<file path="config.mk">
export PLATFORM = sky130hd
export DESIGN_NAME = fifo_wr_arbiter
export DESIGN_NICKNAME = d
export VERILOG_FILES = /design/src/rtl/fifo_wr_arbiter.sv
export SDC_FILE = /design/constraint.sdc
export NUM_CORES = 1
export LEC_CHECK = 0
export CAP_MARGIN = 20
export CORE_MARGIN = 2
export CORE_UTILIZATION = 43
export CTS_CLUSTER_DIAMETER = 150
export DETAILED_ROUTE_END_ITERATION = 16
export HOLD_SLACK_MARGIN = 0.1
export PLACE_DENSITY_LB_ADDON = 0.12
export SYNTH_ARGS = -nofsm -noshare
export SYNTH_HDL_FRONTEND = slang
export SYNTH_SLANG_ARGS = --single-unit
</file>
<file path="constraint.sdc">
create_clock -name clk -period 3.1 [get_ports clk]
set_input_delay 0.93 -clock clk [delete_from_list [all_inputs] [get_ports clk]]
set_output_delay 0.93 -clock clk [all_outputs]
set_load 0.05 [all_outputs]
</file>
<file path="src/rtl/fifo_wr_arbiter.sv">
// Round-robin write arbiter feeding one shared byte FIFO from N producers.
// Grants bounded bursts of up to BURST beats and never overflows the FIFO,
// counting the beat still in flight on fifo_wr as already occupying a slot.
module fifo_wr_arbiter #(
  parameter int N     = 4,
  parameter int BURST = 4,
  parameter int DEPTH = 8
) (
  input  logic           clk,
  input  logic           rstn,
  input  logic [N-1:0]   req,
  input  logic [8*N-1:0] req_data,
  output logic [N-1:0]   ack,
  input  logic [3:0]     fifo_cnt,
  input  logic           fifo_full,
  output logic           fifo_wr,
  output logic [7:0]     fifo_data,
  output logic [2:0]     grant_id,
  output logic           busy
);

  typedef enum logic {ST_IDLE, ST_BURST} state_t;

  localparam logic [N-1:0] ONE_HOT0 = {{(N-1){1'b0}}, 1'b1};

  state_t      state_q, state_d;
  logic [2:0]  rr_ptr_q, rr_ptr_d;
  logic [2:0]  grant_id_q, grant_id_d;
  logic [3:0]  beat_cnt_q, beat_cnt_d;
  logic        busy_q, busy_d;
  logic        fifo_wr_q, fifo_wr_d;
  logic [7:0]  fifo_data_q, fifo_data_d;
  logic [N-1:0] ack_d;

  logic [4:0]  occ_sum;
  logic        space;
  logic        rr_found;
  logic [2:0]  rr_sel;
  logic [7:0]  sel_data;
  logic        owner_req;
  logic [7:0]  owner_data;
  logic [7:0]  port_byte [N];

  // Next port index with wrap from N-1 back to 0.
  function automatic logic [2:0] wrap_inc(input logic [2:0] idx);
    if (idx == 3'(N-1)) return 3'd0;
    return idx + 3'd1;
  endfunction

  // (base + off) mod N, with off in 0..N-1.
  function automatic logic [2:0] wrap_add(input logic [2:0] base, input int off);
    int s;
    s = int'(base) + off;
    if (s >= N) s = s - N;
    return 3'(s);
  endfunction

  // Split the packed data bus into one byte per port.
  generate
    for (genvar gi = 0; gi < N; gi++) begin : g_port
      assign port_byte[gi] = req_data[8*gi +: 8];
    end
  endgenerate

  // The beat on fifo_wr is not yet visible in fifo_cnt, so count it here.
  assign occ_sum = {1'b0, fifo_cnt} + {4'd0, fifo_wr_q};
  assign space   = (occ_sum < 5'(DEPTH)) && !fifo_full;

  // First requesting port found when searching upward from rr_ptr.
  always_comb begin
    rr_found = 1'b0;
    rr_sel   = 3'd0;
    for (int k = N - 1; k >= 0; k--) begin
      for (int i = 0; i < N; i++) begin
        if (req[i] && (wrap_add(rr_ptr_q, k) == 3'(i))) begin
          rr_found = 1'b1;
          rr_sel   = 3'(i);
        end
      end
    end
  end

  // Data of the round-robin winner, and request/data of the burst owner.
  always_comb begin
    sel_data   = 8'd0;
    owner_req  = 1'b0;
    owner_data = 8'd0;
    for (int i = 0; i < N; i++) begin
      if (rr_sel == 3'(i)) sel_data = port_byte[i];
      if (grant_id_q == 3'(i)) begin
        owner_req  = req[i];
        owner_data = port_byte[i];
      end
    end
  end

  // Arbitration FSM next-state, ack and write-beat decode.
  always_comb begin
    state_d     = state_q;
    rr_ptr_d    = rr_ptr_q;
    grant_id_d  = grant_id_q;
    beat_cnt_d  = beat_cnt_q;
    busy_d      = busy_q;
    fifo_wr_d   = 1'b0;
    fifo_data_d = fifo_data_q;
    ack_d       = '0;
    case (state_q)
      ST_IDLE: begin
        if (space && rr_found) begin
          ack_d       = ONE_HOT0 << rr_sel;
          fifo_wr_d   = 1'b1;
          fifo_data_d = sel_data;
          grant_id_d  = rr_sel;
          beat_cnt_d  = 4'd1;
          if (BURST > 1) begin
            state_d = ST_BURST;
            busy_d  = 1'b1;
          end else begin
            rr_ptr_d = wrap_inc(rr_sel);
          end
        end
      end
      ST_BURST: begin
        if (owner_req) begin
          // Without space the owner simply waits; the burst is kept intact.
          if (space) begin
            ack_d       = ONE_HOT0 << grant_id_q;
            fifo_wr_d   = 1'b1;
            fifo_data_d = owner_data;
            beat_cnt_d  = beat_cnt_q + 4'd1;
            if ((beat_cnt_q + 4'd1) == 4'(BURST)) begin
              rr_ptr_d = wrap_inc(grant_id_q);
              state_d  = ST_IDLE;
              busy_d   = 1'b0;
            end
          end
        end else begin
          // Owner stopped early: give up the grant, costing one idle cycle.
          rr_ptr_d = wrap_inc(grant_id_q);
          state_d  = ST_IDLE;
          busy_d   = 1'b0;
        end
      end
      default: state_d = ST_IDLE;
    endcase
  end

  // Ack is suppressed during reset so no producer drops a byte.
  assign ack = rstn ? ack_d : '0;

  // State and registered output update.
  always_ff @(posedge clk) begin
    if (!rstn) begin
      state_q     <= ST_IDLE;
      rr_ptr_q    <= 3'd0;
      grant_id_q  <= 3'd0;
      beat_cnt_q  <= 4'd0;
      busy_q      <= 1'b0;
      fifo_wr_q   <= 1'b0;
      fifo_data_q <= 8'd0;
    end else begin
      state_q     <= state_d;
      rr_ptr_q    <= rr_ptr_d;
      grant_id_q  <= grant_id_d;
      beat_cnt_q  <= beat_cnt_d;
      busy_q      <= busy_d;
      fifo_wr_q   <= fifo_wr_d;
      fifo_data_q <= fifo_data_d;
    end
  end

  assign fifo_wr   = fifo_wr_q;
  assign fifo_data = fifo_data_q;
  assign grant_id  = grant_id_q;
  assign busy      = busy_q;

endmodule

</file>
# After elaboration in Yosys (flattened, before gate mapping)
# Cells that the tools add are included.
[totals] elab_cells=165 register_bits=21
[classes] shift=2 n_mux=87 eq_ne=24 n_lt_le_gt_ge=5 bitwise_logic=1 add_sub_neg=10 n_reduce_logical=29
[op_table] op="$mux 8" n=11
[op_table] op="$mux 3" n=25
[op_table] op="$mux 1" n=38
[op_table] op="$eq 3x2->1 const B" n=12
[op_table] op="$mux 4" n=7
[op_table] op="$eq 3x1->1 const B" n=6
[op_table] op="$logic_and 1x1->1" n=18
[op_table] op="$logic_not 3->1" n=6
[op_table] op="$pmux 4 s2" n=2
[op_table] op="$pmux 8 s2" n=1
[op_table] op="$ge 4x3->1 const B" n=3
[op_table] op="$sub 3x3->3 const B" n=4
[op_table] op="$reduce_and 3->1" n=3
[op_table] op="$add 3x2->4 const B" n=2
[op_table] op="$shl 1x3->4 const A" n=2
[op_table] op="$pmux 1 s2" n=3
[op_table] op="$add 4x1->5" n=1
[op_table] op="$lt 5x4->1 const B" n=1
[op_table] op="$add 3x1->4 const B" n=1
[op_table] op="$add 4x1->4 const B" n=1
[op_table] op="$eq 4x3->1 const B" n=1
[op_table] op="$ne 2x1->1 const B" n=2
[op_table] op="$add 3x1->3 const B" n=1
[op_table] op="$ge 3x3->1 const B" n=1
[op_table] op="other kinds (6)" n=6

# Depth between registers and ports, before layout
[logic_depth] depth_word=27 mapped_depth=8 depth_no_buf=7

# Least setup slack after synthesis
# Ideal clock, no wire load.
[synth_timing] path_kind="input to output" from="input req[2]" to="output ack[1]" slack_ps=-637 t_arrival_ps=2807 stages=6 path_buffers=1 path_cell_list="buf_4 > nor2b_1 > a311oi_2 > nor2_1 > nand3b_1 > a21oi_1"
[synth_between] elab_chain_len=19 elab_cells_between_ends=40 classes_between="shift: 1; mux: 34; reduce/logical: 5"
[synth_lines] element="start, declared" line="11" rtl="input logic [N-1:0] req,"
[synth_lines] element="$logic_and 1x1->1" line="75" rtl="if (req[i] && (wrap_add(rr_ptr_q, k) == 3'(i))) begin"
[synth_lines] element="$mux 3 / $mux 1 (equally long branches) (14 in a row)" line="75"
[synth_lines] element="$shl 1x3->4 / $logic_and 1x1->1 (equally long branches)" line="110, 109"
[synth_lines] element="$mux 4" line="109" rtl="if (space && rr_found) begin"
[synth_lines] element="$pmux 4 s2 *" line="107" rtl="case (state_q)"
[synth_lines] element="$mux 4 *" line="149" rtl="assign ack = rstn ? ack_d : '0;"
[synth_lines] element="end, declared" line="13" rtl="output logic [N-1:0] ack,"
# Mark *: on every way between the ends. The rest lies on a longest branch, timed or not.

# Worst setup path in the final report
[layout_timing] from="input fifo_cnt[2]" to="output ack[1]"
[layout_between] elab_chain_len=7 elab_cells_between_ends=9 classes_between="add/sub: 1; order compare: 1; mux: 5; reduce/logical: 2"
[layout_lines] element="start, declared" line="14" rtl="input logic [3:0] fifo_cnt,"
[layout_lines] element="$add 4x1->5 *" line="66" rtl="assign occ_sum = {1'b0, fifo_cnt} + {4'd0, fifo_wr_q};"
[layout_lines] element="$lt 5x4->1 *" line="67" rtl="assign space = (occ_sum < 5'(DEPTH)) && !fifo_full;"
[layout_lines] element="$logic_and 1x1->1 *" line="67"
[layout_lines] element="$mux 4 / $logic_and 1x1->1 (equally long branches)" line="126, 109"
[layout_lines] element="$mux 4, on equally long branches" line="124, 109"
[layout_lines] element="$pmux 4 s2 *" line="107"
[layout_lines] element="$mux 4 *" line="149"
# Marks and branches as above.

==> results <==
[worst paths after layout]
check,slack (ps),from,to
worst max-delay path,-140,fifo_cnt[2],ack[1]
worst min-delay path,490,busy$_SDFFE_PN0P_,busy$_SDFFE_PN0P_
worst max register to register,770,grant_id[1]$_SDFFE_PN0P_,fifo_data[4]$_SDFFE_PN0P_
worst min register to register,490,busy$_SDFFE_PN0P_,busy$_SDFFE_PN0P_
[per-stage QoR]
step	instances	total power, mW
final	388	0.850
after global routing	388	0.892
after CTS	385	0.845
after detailed placement	378	0.657
after global placement	378	0.656
after floorplan	258	0.498
[layer usage]
metal | global-route usage, % | wire, um | vias to the layer above
met2 | 43.8 | 3150 | 77
met5 | 0 | 0 | -
met4 | 4.19 | 81 | 0
met1 | 32.9 | 2790 | 1074
met3 | 4.72 | 403 | 9
li1 | - | - | 1146
[flip-flops by register name, summed over array words and instances (netlist names)]
register	count
beat_cnt_q	4
busy	1
fifo_data	8
fifo_wr	1
grant_id	2
rr_ptr_q	2
state_q	1
[cell usage after synthesis, drive strengths merged]
| library cell | number | area (sq um) |
|---|---|---|
| or2 | 2 | 12.5 |
| a221o | 1 | 10.0 |
| xnor2 | 1 | 8.76 |
| a32oi | 2 | 17.5 |
| a211o | 1 | 8.76 |
| nand2 | 37 | 139 |
| buf | 13 | 87.6 |
| o21ba | 1 | 10.0 |
| and3 | 1 | 6.26 |
| nor2b | 12 | 75.1 |
| clkinv | 1 | 3.75 |
| and4b | 1 | 10.0 |
| o221ai | 16 | 140 |
| and4 | 2 | 20.0 |
| xor2 | 1 | 8.76 |
| clkbuf | 10 | 37.5 |
| nor2 | 7 | 31.3 |
| nand4b | 8 | 70.1 |
| o21ai | 7 | 46.3 |
| a21oi | 24 | 120 |
| a221oi | 8 | 70.1 |
| ha | 6 | 75.1 |
| nor3b | 17 | 168 |
| a211oi | 2 | 15.0 |
| inv | 6 | 22.5 |
| nor3 | 7 | 46.3 |
| nand3b | 11 | 82.6 |
| a31o | 1 | 8.76 |
| dfxtp | 19 | 380 |
| nand2b | 5 | 31.3 |
| mux2i | 2 | 20.0 |
| nand3 | 2 | 10.0 |
| or3 | 2 | 12.5 |
| a311oi | 9 | 85.1 |
| o31ai | 9 | 81.3 |
| o21a | 3 | 22.5 |
| conb | 1 | 3.75 |
[repair_timing]
item | CTS | global route
setup endpoints to repair | 4 | 4
resized for setup | 32 | 12
buffers inserted | 3 | 3
pin swaps | 13 | 12
[where the power goes]
group          internal, mW  switching, mW  leakage (nW)
registers             0.259         0.0111         0.156
clock network        0.0909         0.0913        0.0217
logic                 0.185          0.213         0.899
total                 0.535          0.315          1.08
[kinds of logic after synthesis]
logic type / after synthesis
xor+xnor: 2
other cells: 1
flops: 19
mux: 2
simple gates: 114
fa+ha+maj: 6
buf+inv: 30
compound gates: 84
[critical path, stage by stage]
cell and delay [ps]:
buf_6 90, and4_4 180, or3_4 380, nor3_4 270, nand2_2 110, a21oi_4 180
buf_12 150
[area by class of cell]
type	count	area share, %
Tap cell	52	2.17
Sequential cell	19	12.8
Multi-Input combinational cell	209	52.4
Inverter	7	0.878
Clock inverter	1	0.251
Clock buffer	3	1.38
Timing Repair Buffer	97	30.2
==> flow_summary.yaml <==
layout:
  nets: 386
  antennaDiodeCount: 0
  drive_gt1_share_pct: 26.2
  finalInstanceArea_sq_um: 2990
  final_common_cell: "clkdlybuf4s50_1"
  layout_common_cells: "clkdlybuf4s50_1 (45), buf_4 (36), nand2_1 (35), a21oi_1 (22), dfxtp_1 (17)"
  register_area_sq_um: 383
  area_growth_syn_to_layout_pct: 49.8
  fillerInstances: 375
  finish.utilization_pct: 67.8
  multi_input_area_sq_um: 1570
clock_network:
  cts_buffers: 3
  clock_latency_ps: 270
  h-tree-depth: 1
  path_clk_slew_ps: 80
  tritoncts: "done"
  cts.sinks: 19
  clock_path_buffers: 2
  cts_hold_buf: 0
  cts_root_buf: "clkbuf_8"
detailed_routing:
  wl_um: 6430
  wl_per_cell_um: 16.6
  drt-initial-drc-count: 208
  drc: 0
  drt.antenna.violating_nets: 0
  via_per_inst: 5.94
  vias: 2306
  dr.pass1.iters: 4
global_route:
  antenna_found_initial: 0
  grt_max_degree: 21
  grt_pass1_vias: 2148
  grt_pass1_wl_um: 10500
  grt_overflow: 0
  grtUsageTotal_pct: 25.2
floorplan:
  fp.dieH_um: 72.2
  fp.dieArea_sq_um: 5210
  rows: 24
  fp.dieW_um: 72.2
  ios: 60
  core-area_sq_um: 4410
  start_util_pct: 45.3
pwr:
  max-vdd-ir-drop_uv: 258
  p_per_area_nw_per_um2: 284
  p_leak_nw: 1.08
flow_run:
  maxCapViolCount: 0
sta:
  max-slew-margin-rel_pct: 59.6
  max_freq_mhz: 309
  skew_ps: 6.50
  rsz0062_at_grt: "yes"
  tns_ps: -432
  hold_viol: 0
  setup_violations: 4
  hold_slack_ps: 489
  timing.final.crit_share_pct: 104
  slew_viol_final: 0
  finalCriticalPeriod_ps: 3240
  worst_pin_slew_ps: 605
  setup_ws_ps: -135
yosys:
  synthAdderAreaFrac_pct: 3.76
  synth_fp_nets: 307
  synth-seq-area-share_pct: 19.0
  synth_simple_gate_area_share_pct: 35.8
  netlist_area_sq_um: 2000
  yosysWarningCount: 0
  synth_cell_types: 48
  synthXorXnorAreaFrac_pct: 0.877
  avgSynthCellArea_sq_um: 7.74
  synth_top_family_by_area: "simple AND/OR/NAND/NOR gates"
  synth-seq-cells: 19
  synthCells: 258
  synthMuxAreaShare_pct: 1.00
  synth_compound_area_share_pct: 31.8
worst_setup_path:
  cp_max_fo: 5
  cp.required_ps: 2170
  reg2reg_depth: 8
  endpoint_kind: "output pin"
  critPathKind: "input port to output pin"
  cp_data_arrival_time_ps: 2310
  start_kind: "input port"
place:
  gp_congestion: 0.897
  portBuffers: 58
  placed_cell_area_sq_um: 2860
  pre_cts_slack_ps: -505
  place_hpwl_um: 4730
hold_path:
  whs_path_depth: 1
  hold_class: "register to register"
outcome:
  violations: "negative setup slack"
  status: "finished with violations"
Note: power is estimated with default switching activity, not from simulation.
